**config.mk**
```make
export PLATFORM = sky130hd
export DESIGN_NAME = fetch_stage
export DESIGN_NICKNAME = d
export VERILOG_FILES = /design/src/rtl/fetch_stage.sv
export SDC_FILE = /design/constraint.sdc
export NUM_CORES = 1
export LEC_CHECK = 0
export BUFFER_PORTS_ARGS = -buffer_cell sky130_fd_sc_hd__buf_4
export CORE_MARGIN = 2
export CORE_UTILIZATION = 40
export DETAILED_ROUTE_END_ITERATION = 7
export SYNTH_ARGS = -nofsm -noshare
export SYNTH_HDL_FRONTEND = slang
export SYNTH_SLANG_ARGS = --single-unit
```
**constraint.sdc**
```tcl
create_clock -name clk -period 7.5 [get_ports clk]
set_input_delay 0.375 -clock clk [delete_from_list [all_inputs] [get_ports clk]]
set_output_delay 0.375 -clock clk [all_outputs]
set_load 0.01 [all_outputs]
```
**src/rtl/fetch_stage.sv**
```systemverilog
// fetch_stage: RV32I instruction fetch with variable-latency imem and IF/ID register
module fetch_stage #(
    parameter logic [31:0] RESET_PC  = 32'h0000_0000,
    parameter logic [31:0] NOP_INSTR = 32'h0000_0013
) (
    input  logic        clk,
    input  logic        rst_n,
    input  logic        stallF,
    input  logic        stallD,
    input  logic        PCSrc_E,
    input  logic [31:0] PCTarget_E,
    output logic        imem_req_valid,
    input  logic        imem_req_ready,
    output logic [31:0] imem_addr,
    input  logic        imem_rsp_valid,
    input  logic [31:0] imem_rsp_data,
    output logic [31:0] instr_D,
    output logic [31:0] PC_D,
    output logic [31:0] PCPlus4_D,
    output logic        valid_D
);
    typedef enum logic [1:0] {S_REQ, S_WAIT, S_HOLD} state_t;
    state_t state, state_nx;
    logic [31:0] pc_f, pc_nx, hold_instr, hold_instr_nx, hold_pc, hold_pc_nx, del_instr, del_pc;
    logic kill, kill_nx, hs, deliver;
    assign imem_addr = pc_f;
    always_comb begin
        imem_req_valid = rst_n && state == S_REQ && !stallF;
        hs = imem_req_valid && imem_req_ready;
        deliver = !PCSrc_E && !stallD && ((state == S_WAIT && imem_rsp_valid && !kill) || state == S_HOLD);
        del_instr = state == S_HOLD ? hold_instr : imem_rsp_data;
        del_pc = state == S_HOLD ? hold_pc : pc_f;
        pc_nx = PCSrc_E ? PCTarget_E : deliver ? pc_f + 32'd4 : pc_f;
        state_nx = state;
        kill_nx = kill;
        hold_instr_nx = hold_instr;
        hold_pc_nx = hold_pc;
        case (state)
            S_REQ: if (hs) begin
                state_nx = S_WAIT;
                kill_nx = PCSrc_E;
            end
            S_WAIT: if (imem_rsp_valid) begin
                kill_nx = 1'b0;
                state_nx = (!kill && !PCSrc_E && stallD) ? S_HOLD : S_REQ;
                hold_instr_nx = imem_rsp_data;
                hold_pc_nx = pc_f;
            end else if (PCSrc_E) begin
                kill_nx = 1'b1;
            end
            S_HOLD: if (PCSrc_E || !stallD) state_nx = S_REQ;
            default: state_nx = S_REQ;
        endcase
    end
    always_ff @(posedge clk) begin
        if (!rst_n) begin
            state <= S_REQ;
            pc_f <= RESET_PC;
            kill <= 1'b0;
            hold_instr <= NOP_INSTR;
            hold_pc <= 32'h0;
            instr_D <= NOP_INSTR;
            PC_D <= 32'h0;
            PCPlus4_D <= 32'h0;
            valid_D <= 1'b0;
        end else begin
            state <= state_nx;
            pc_f <= pc_nx;
            kill <= kill_nx;
            hold_instr <= hold_instr_nx;
            hold_pc <= hold_pc_nx;
            if (PCSrc_E) begin
                instr_D <= NOP_INSTR;
                valid_D <= 1'b0;
            end else if (!stallD) begin
                instr_D <= deliver ? del_instr : NOP_INSTR;
                valid_D <= deliver;
                if (deliver) begin
                    PC_D <= del_pc;
                    PCPlus4_D <= del_pc + 32'd4;
                end
            end
        end
    end
endmodule

```
==> results of run 1 <==
-- path summary, 6_finish.rpt --
check | endpoint | slack (ns) | cells after the start
worst max-delay path | PCPlus4_D[29]$_SDFFE_PN0P_ | 3.84 | 8
worst min-delay path | hold_instr[4]$_SDFFE_PN1N_ | 0.16 | 3
worst max register to register | PCPlus4_D[29]$_SDFFE_PN0P_ | 3.84 | 8
worst min register to register | valid_D$_SDFFE_PP0N_ | 0.44 | 2
-- area by class of cell --
class                           count  area (sq um)
Clock buffer                       17           425
Clock inverter                     15           219
Fill cell                        2176         10800
Inverter                            5          20.0
Multi-Input combinational cell    807          4620
Sequential cell                   194          3880
Tap cell                          280           350
Timing Repair Buffer              210          1580
-- registers in the layout, summed over array words and instances, names as in the netlist, 2 cells and up --
name and count:
hold_pc 32, state 2, instr_D 32, PC_D 32, hold_instr 32, imem_addr 32
PCPlus4_D 30
-- synth_stat cells (3+ instances only) --
library cell	instances
buf_2	14
mux2i_1	72
inv_1	4
nand2_1	254
a31oi_1	6
xnor2_1	20
nor4_1	6
mux2i_2	3
or4_1	5
buf_6	4
o211ai_1	5
o21ai_0	72
nand4_1	20
nor4_2	3
a21oi_1	100
clkbuf_1	58
nor2_1	60
a311oi_1	3
a211oi_1	30
or3_1	5
o2111ai_1	5
nor3_1	9
dfxtp_1	194
nand3_1	52
and3_1	14
mux2_2	4
nand3b_1	3
buf_4	7
o311ai_0	4
buf_1	6
xor2_1	19
-- cells by family (layout without fill, tap and decap cells) --
group	count (synthesis)	in the layout	share of synthesized area [%]
and+or+nand+nor	448	448	22.6
xor gates and xnor gates	39	39	3.83
buffers and inverters	96	247	4.89
muxes	81	81	9.46
AOI/OAI and AO/OA	237	237	15.5
DFF	194	194	43.5
adders and majority gates	2	2	0.280
-- worst min-delay path, delay by kind of cell --
family | cells | cell delay (ns)
simple gates | 2 | 0.11
buf+inv | 1 | 0.08
-- where the power goes --
part / switching [mW] / internal (mW) / total [mW] / leakage [nW]
Sequential: 0.0400 / 1.05 / 1.09 / 1.57
Combinational: 0.104 / 0.0820 / 0.186 / 2.12
Clock: 0.452 / 0.545 / 0.997 / 0.312
Total: 0.596 / 1.68 / 2.28 / 4.00
-- metal layers --
metal	routed length (um)	share of wire (%)
met4	528	2.0
met5	0	0
met1	12900	48
met2	11900	44
met3	1530	5.7
==> impl_metrics.yaml, run 1 <==
outcome:
  run_status: "finished clean"
critical_path:
  worst_path_most_repeated_cell: "buf_4"
  critPathTopFamily: "simple AND/OR/NAND/NOR gates"
  path_class: "register to register"
  arrival_ns: 3.97
  r2r_start: "state[1]$_SDFFE_PN0P_"
  critPathLaunch: "state[1]$_SDFFE_PN0P_"
  crit_slowest_cell: "buf_4"
  worst-path-buf-inv: 2
  startpoint_type: "register"
  crit_fanout: 49
  required_ns: 7.81
  cp-end-kind: "register"
  path_cells: "nor2b_4, buf_4, buf_4, mux2i_1, nand2_1, nor4_1, or4_1, nand4_1"
  slowest_delay_ns: 0.73
route:
  wirelength_um: 26900
  viasPerCell: 5.37
  vias: 8198
  wl_per_cell_um: 17.6
  post-route-drc-count: 0
  postRouteAntennaNets: 0
  drt_iter0_markers: 452
  dr.pass1.iters: 5
cts:
  cts_made_buffers: 17
  clock_latency_ns: 0.44
  clockRootBuffer: "clkbuf_16"
  cts-resized-gates: 0
  postCtsSetupBuffers: 0
  clk_pin_slew_worst_paths_ns: 0.08
  clock_path_buffers: 2
  ctsHoldBuffers: 0
  cts_tree: "built"
  htree_levels: 4
  clock_sinks: 194
finish:
  area_growth_syn_to_layout_pct: 24.3
  layout_commonest_cell: "nand2_1"
  nets: 1308
  mostFrequentLayoutCells: "nand2_1 (254), buf_4 (210), dfxtp_1 (194), a21oi_1 (100)"
  drive_gt1_share_pct: 21.4
  finish.cell_count_without_fillers: 1528
  n_antenna_cell: 0
  final_core_util_pct: 50.7
  finalInstanceArea_sq_um: 11100
synthesis:
  synth-edff-count: 0
  synth.distinct_cells: 59
  synth_area_leaders: "dfxtp_1 (44%), nand2_1 (11%), mux2i_1 (8.1%), a21oi_1 (5.6%), o21ai_0 (4.0%)"
  ys.flop_type: "dfxtp_1"
  synth_area_sq_um: 8930
  syn_nets: 1170
  yosysWarnings: 0
  ys_async_sr_fraction_pct: 0
  avgSynthCellArea_sq_um: 8.14
  synthCells: 1097
  synth_top_area_share_pct: 43.5
  synth.yosys.seq_area_share_pct: 43.5
  synth_top_cell_by_area: "dfxtp_1"
  ys_ff_latch: 194
floorplanning:
  fp.dieW_um: 153
  core_sq_um: 21900
  start_util_pct: 40.8
  placementRows: 54
  die_area_sq_um: 23500
  die_y_um: 153
  ios: 201
hold_path:
  timing.hold.worst.start: "imem_rsp_data[4]"
  hold_class: "primary input to register"
global_routing:
  use_met1_pct: 32.2
  grt_overflow: 0
  busiest_layer: "met2"
  use_met2_pct: 34.3
  track_usage_pct: 22.4
  grt_pass1_wl_um: 42200
  grt_use_met3_pct: 4.14
  antenna_found_initial: 0
  grt_max_degree: 98
  grt_pass1_vias: 7453
timing:
  hold_viol_final: 0
  setup_slack_ns: 3.84
  finalCriticalPeriod_ns: 3.66
  fin_tns_setup_ns: 0
  fin_crit_sh_pct: 48.8
  setup_violations: 0
  hold_ws_ns: 0.160
  slew_violations: 0
  skew_ns: 0.00823
  relSlewSlack_pct: 35.5
  rsz0062_at_grt: "false"
  worst_slew_pin_slew_ns: 0.962
  clock.fmax_mhz: 273
run:
  cap_violations: 0
place:
  dpl.cell_count: 1496
  place_area_sq_um: 10500
  port_buffers: 200
  dp_hpwl_um: 18500
  preCtsSetupSlack_ns: 3.91
  place_congestion: 0.869
pwr:
  power_mw: 2.28
  ir_worst_vdd_uv: 121
  p_leak_nw: 4.00
  power_density_nw_per_um2: 205
No activity file was read; power rests on OpenSTA's default activity.
==> inputs of run 2 (changes only) <==
ABC_AREA = 1   (was unset)
clock period = 2.95 ns   (was 7.5 ns; I/O delays follow)
==> run 2 against run 1 <==
Final area rose by 8.1%; critical path depth rose by 5; clock skew rose by 0.0024 ns; power rose to 2.5 times the previous value; count of clock-buffer cells in the layout did not move; largest power group unchanged.
==> impl_metrics.yaml, run 2 <==
critical_path:
  arrival_ns: 2.77
  worst-path-buf-inv: 2
  worst_path_most_repeated_cell: "nand2_1"
  startpoint_type: "register"
  path_cells: "inv_2, nand2_4, buf_12, nand2_1, nand2_1, and2_1, nand2_2, nor2_1, nand2_1, nor2_2, nand2_1, nand2_1, nor2_1"
  cp_num_cells: 13
  path_class: "register to register"
  reg2reg_slack_ns: 0.51
  critPathTopFamily: "simple AND/OR/NAND/NOR gates"
  r2r_cells: 13
  crit_fanout: 66
  crit_slowest_cell: "dfxtp_1"
  cp-end-kind: "register"
  required_ns: 3.29
  slowest_delay_ns: 0.36
floorplanning:
  ios: 201
  die_area_sq_um: 24600
  fp.dieW_um: 157
  start_util_pct: 41.0
  placementRows: 55
  core_sq_um: 22800
  die_y_um: 157
pwr:
  power_density_nw_per_um2: 477
  p_leak_nw: 5.15
  ir_worst_vdd_uv: 360
timing:
  clock.fmax_mhz: 410
  finalCriticalPeriod_ns: 2.44
  worst_slew_pin_slew_ns: 0.871
  skew_ns: 0.0106
  rsz0062_at_grt: "false"
  fin_tns_setup_ns: 0
  fin_crit_sh_pct: 82.6
  hold_viol_final: 0
  slew_violations: 0
  setup_violations: 0
  relSlewSlack_pct: 41.9
  hold_ws_ns: 0.0123
cts:
  clockRootBuffer: "clkbuf_16"
  cts_made_buffers: 17
  cts_tree: "built"
  clock_sinks: 194
  clk_pin_slew_worst_paths_ns: 0.07
  clock_latency_ns: 0.44
  htree_levels: 4
  clock_path_buffers: 2
  postCtsSetupBuffers: 0
synthesis:
  ys_async_sr_fraction_pct: 0
  synth_top_cell_by_area: "dfxtp_1"
  synth.distinct_cells: 43
  synth_compound_area_share_pct: 19.2
  synth_common_cells: "nand2_1 (330), dfxtp_1 (194), nor2_1 (181), o21ai_0 (126), a21oi_1 (119)"
  synth_mux_area_share_pct: 0
  synth_top_area_share_pct: 41.5
  synth.yosys.seq_area_share_pct: 41.5
  synth_top_family_by_area: "simple AND/OR/NAND/NOR gates"
  synthAdderAreaFrac_pct: 0.268
  synth_area_leaders: "dfxtp_1 (42%), nand2_1 (13%), nor2_1 (7.3%), o21ai_0 (6.7%), a21oi_1 (6.4%)"
  synth.most_common_cell: "nand2_1"
  synth_area_sq_um: 9350
  ys_ff_latch: 194
  yosys.area_share.simple_pct: 28.8
  synthCells: 1373
  ys.flop_type: "dfxtp_1"
  synth_xor_area_share_pct: 1.87
  avgSynthCellArea_sq_um: 6.81
  synth-edff-count: 0
  yosysWarnings: 0
  syn_nets: 1446
route:
  wl_met2_um: 13700
  wl_per_cell_um: 15.8
  dr_wl_met3_um: 1610
  vias: 9631
  wirelength_um: 29900
  wl_met1_um: 14100
  drt_iter0_markers: 707
  post-route-drc-count: 0
  postRouteAntennaNets: 0
  dr.pass1.iters: 5
  viasPerCell: 5.10
  top_layer_used: "met4"
finish:
  drive_gt1_share_pct: 19.1
  nets: 1634
  mostFrequentLayoutCells: "nand2_1 (329), buf_4 (215), dfxtp_1 (194), nor2_1 (180), o21ai_0 (126)"
  fillers: 2279
  finish.cell_count_without_fillers: 1887
  area_growth_syn_to_layout_pct: 28.3
  n_antenna_cell: 0
  layout_commonest_cell: "nand2_1"
place:
  dp_hpwl_um: 21000
  port_buffers: 200
  place_congestion: 0.874
  dpl.cell_count: 1819
hold_path:
  hold_class: "primary input to register"
  hold_path_depth: 3
global_routing:
  grt_pass1_vias: 8703
  track_usage_pct: 24.0
  grt_pass1_wl_um: 46500
  grt_overflow: 0
  antenna_found_initial: 0
  grt_max_degree: 69
outcome:
  run_status: "finished clean"
run:
  cap_violations: 0
## run 2: path summary, 6_finish.rpt
check,from,end
min reg2reg,hold_instr[29]$_SDFFE_PN0N_,hold_instr[29]$_SDFFE_PN0N_
max reg2reg,state[0]$_SDFFE_PN0P_,PCPlus4_D[31]$_SDFFE_PN0P_
min,imem_rsp_data[24],hold_instr[24]$_SDFFE_PN0N_
max,state[0]$_SDFFE_PN0P_,PCPlus4_D[31]$_SDFFE_PN0P_
## run 2: stage by stage
step	setup slack (ns)	utilization, %	cell area [sq um]	power, mW
floorplan	1.06	-	9350	3.09
global placement	0.589	48.4	11000	3.34
detailed placement	0.559	48.4	11000	3.34
CTS	0.546	52.7	12000	5.78
global route	0.274	52.7	12000	5.94
finish	0.512	52.7	12000	5.72
## run 2: what timing repair did
item                                    in CTS  in global routing
hold buffers                                36                  0
endpoints found under the setup margin       0                  0
endpoints found under the hold margin       36                  0
resized for setup                            0                  0
## run 2: tightest hold or removal path: cells and delay by family
kind            cells  cell delay (ns)
compound gates      2             0.18
buf+inv             1             0.08
## run 2: per-layer routing
| layer | global-route usage, % | vias to the layer above |
|---|---|---|
| met2 | 38.5 | 270 |
| met4 | 6.42 | 0 |
| met3 | 3.28 | 28 |
| met1 | 34.0 | 4470 |
| met5 | 0 | - |
| li1 | - | 4863 |
## run 2: layout make-up
type	count	area, sq um	area share, %
clock inverter	15	188	1.56
inverter	102	383	3.19
sequential	194	3880	32.4
multi-input combinational	992	4690	39.1
tap	313	392	3.26
timing repair buffer	254	2030	17.0
clock buffer	17	425	3.55
## run 2: logic make-up (layout without fill, tap and decap cells)
| kind of cell | Yosys count | after routing |
|---|---|---|
| simple gates | 645 | 645 |
| compound gates | 325 | 325 |
| flops | 194 | 194 |
| buf+inv | 187 | 388 |
| xor+xnor | 20 | 20 |
| fa+ha+maj | 2 | 2 |
## run 2: report_power, final
| group | internal [mW] | switching (mW) |
|---|---|---|
| combinational | 0.241 | 0.338 |
| clock | 1.23 | 1.17 |
| sequential | 2.68 | 0.0671 |
| total | 4.15 | 1.58 |
==> inputs of run 3 (changes only) <==
ABC_AREA = 0   (was 1)
clock period = 2.2 ns   (was 2.95 ns; I/O delays follow)
==> run 3 against run 2 <==
Wire length shrank 5.8%; highest routed layer unchanged; maximum frequency grew 12%; register-to-register slack lost 0.49 ns; largest cell class unchanged.
==> impl_metrics.yaml, run 3 (same netlist as run 1, synthesis figures left out) <==
outcome:
  run_status: "finished clean"
floorplanning:
  ios: 201
  placementRows: 54
  die_area_sq_um: 23500
  fp.dieW_um: 153
  start_util_pct: 40.8
  core_sq_um: 21900
  die_y_um: 153
pwr:
  p_leak_nw: 4.81
  ir_worst_vdd_uv: 426
  power_frac_clock_pct: 40.9
  switching_share_pct: 27.7
  power_density_nw_per_um2: 604
  power.internal_mw: 5.58
  power_mw: 7.72
  seqPwrFrac_pct: 47.4
  netSwitchingPower_mw: 2.14
  p_comb_share_pct: 11.7
critical_path:
  path_class: "register to register"
  reg2reg_slack_ns: 0.02
  crit_fanout: 6
  r2r_end: "PCPlus4_D[31]$_SDFFE_PN0P_"
  cp-end-kind: "register"
  critPathLaunch: "state[1]$_SDFFE_PN0P_"
  r2r_start: "state[1]$_SDFFE_PN0P_"
  arrival_ns: 2.51
  required_ns: 2.54
  startpoint_type: "register"
  r2r_cells: 8
place:
  port_buffers: 200
  place_area_sq_um: 11200
  dp_hpwl_um: 19800
  place_congestion: 0.940
timing:
  skew_ns: 0.0119
  rsz0062_at_grt: "true"
  fin_crit_sh_pct: 99.0
  finalCriticalPeriod_ns: 2.18
  setup_violations: 0
  clock.fmax_mhz: 459
  relSlewSlack_pct: 59.8
  worst_slew_pin_slew_ns: 0.603
  hold_viol_final: 0
  slew_violations: 0
cts:
  cts_tree: "built"
  clock_sinks: 194
  htree_levels: 4
  clock_latency_ns: 0.44
  clock_path_buffers: 2
  cts_made_buffers: 17
  clockRootBuffer: "clkbuf_16"
  clk_pin_slew_worst_paths_ns: 0.08
route:
  postRouteAntennaNets: 0
  viasPerCell: 5.20
  vias: 8808
  dr.pass1.iters: 5
  post-route-drc-count: 0
  drt_iter0_markers: 567
  wirelength_um: 28100
  wl_per_cell_um: 16.6
finish:
  finalInstanceArea_sq_um: 12800
  n_antenna_cell: 0
  fillers: 1986
  layout_commonest_cell: "buf_4"
  mostFrequentLayoutCells: "buf_4 (295), nand2_1 (246), dfxtp_1 (190), a21oi_1 (100), o21ai_0 (71)"
  drive_gt1_share_pct: 27.9
  area_growth_syn_to_layout_pct: 43.2
  nets: 1474
global_routing:
  grt_overflow: 0
  antenna_found_initial: 0
  track_usage_pct: 23.0
  grt_pass1_vias: 8116
  grt_max_degree: 52
  grt_pass1_wl_um: 44000
hold_path:
  hold_end: "imem_addr[31]$_SDFFE_PN0P_"
  hold_class: "primary input to register"
  hold_path_depth: 3
  timing.hold.worst.start: "PCSrc_E"
run:
  cap_violations: 0
run 3: changes by cell type in the layout (fill, tap and decap cells not counted), moves of 26 or more:
cell           before  now
o21ai_0           126   71
nor2_1            180   58
dlygate4sd3_1      36   68
mux2i_1             0   65
nand2_1           329  246
inv_1              93    3
nand3_1            82   49
a211oi_1            4   30
buf_4             215  295
run 3: per-layer routing:
metal | GRT usage [%] | wire, um | up-vias
li1 | - | - | 4436
met1 | 33.3 | 13500 | 4062
met2 | 36.5 | 12700 | 286
met3 | 3.35 | 1620 | 24
met4 | 5.07 | 307 | 0
met5 | 0 | 0 | -
run 3: power by group through the flow:
| stage | Combinational, mW | Sequential, mW | Clock [mW] |
|---|---|---|---|
| global route | 0.984 | 3.67 | 3.38 |
| CTS | 0.891 | 3.66 | 3.24 |
| finish | 0.906 | 3.66 | 3.16 |
| detailed placement | 0.790 | 3.74 | 0 |
| floorplan | 0.361 | 3.76 | 0 |
| global placement | 0.788 | 3.74 | 0 |
run 3: layout make-up:
type                       count  area (sq um)  share of cell area [%]
timing repair buffer         376          3130                    24.5
clock inverter                15           174                    1.36
tap                          280           350                    2.74
clock buffer                  17           425                    3.33
multi-input combinational    807          4800                    37.5
sequential                   194          3890                    30.4
inverter                       5          20.0                   0.157
run 3: how the worst max path moves through the flow:
stage / end / slack (ns) / cells after the start
4_1_cts: PCPlus4_D[28]$_SDFFE_PN0P_ / 0.007 / 11
3_5_place_dp: PCPlus4_D[31]$_SDFFE_PN0P_ / -0.05 / 8
6_report: PCPlus4_D[31]$_SDFFE_PN0P_ / 0.02 / 8
3_3_place_gp: PCPlus4_D[22]$_SDFFE_PN0P_ / 0.01 / 10
2_1_floorplan: PCPlus4_D[22]$_SDFFE_PN0P_ / -0.47 / 16
5_1_grt: PCPlus4_D[27]$_SDFFE_PN0P_ / -0.05 / 9
run 3: through the flow:
step                setup slack, ns  TNS [ns]  hold slack [ns]  instances  util, %
floorplan                    -0.472     -3.46            0.234       1097        -
global placement             0.0112         0            0.334       1581     51.3
detailed placement          -0.0475    -0.149            0.339       1581     51.3
CTS                         0.00721         0           0.0636       1681     57.3
global route                -0.0467    -0.137            0.109       1694     58.4
finish                       0.0229         0           0.0920       1694     58.4
run 3: worst max-delay path, stage by stage (launching register included):
cell	delay [ns]
dfxtp_2	0.34
nor2b_4	0.20
buf_8	0.17
mux2i_2	0.26
o211ai_1	0.20
buf_4	0.19
nor4_2	0.36
mux2i_1	0.13
a31o_2	0.22
run 3: what timing repair did:
action / CTS / global route
setup buffers: 0 / 11
gates cloned: 0 / 2
pin swaps: 0 / 12
endpoints found under the setup margin: 6 / 35
gates resized for setup: 8 / 25
hold buffers: 68 / 0
endpoints found under the hold margin: 97 / 0
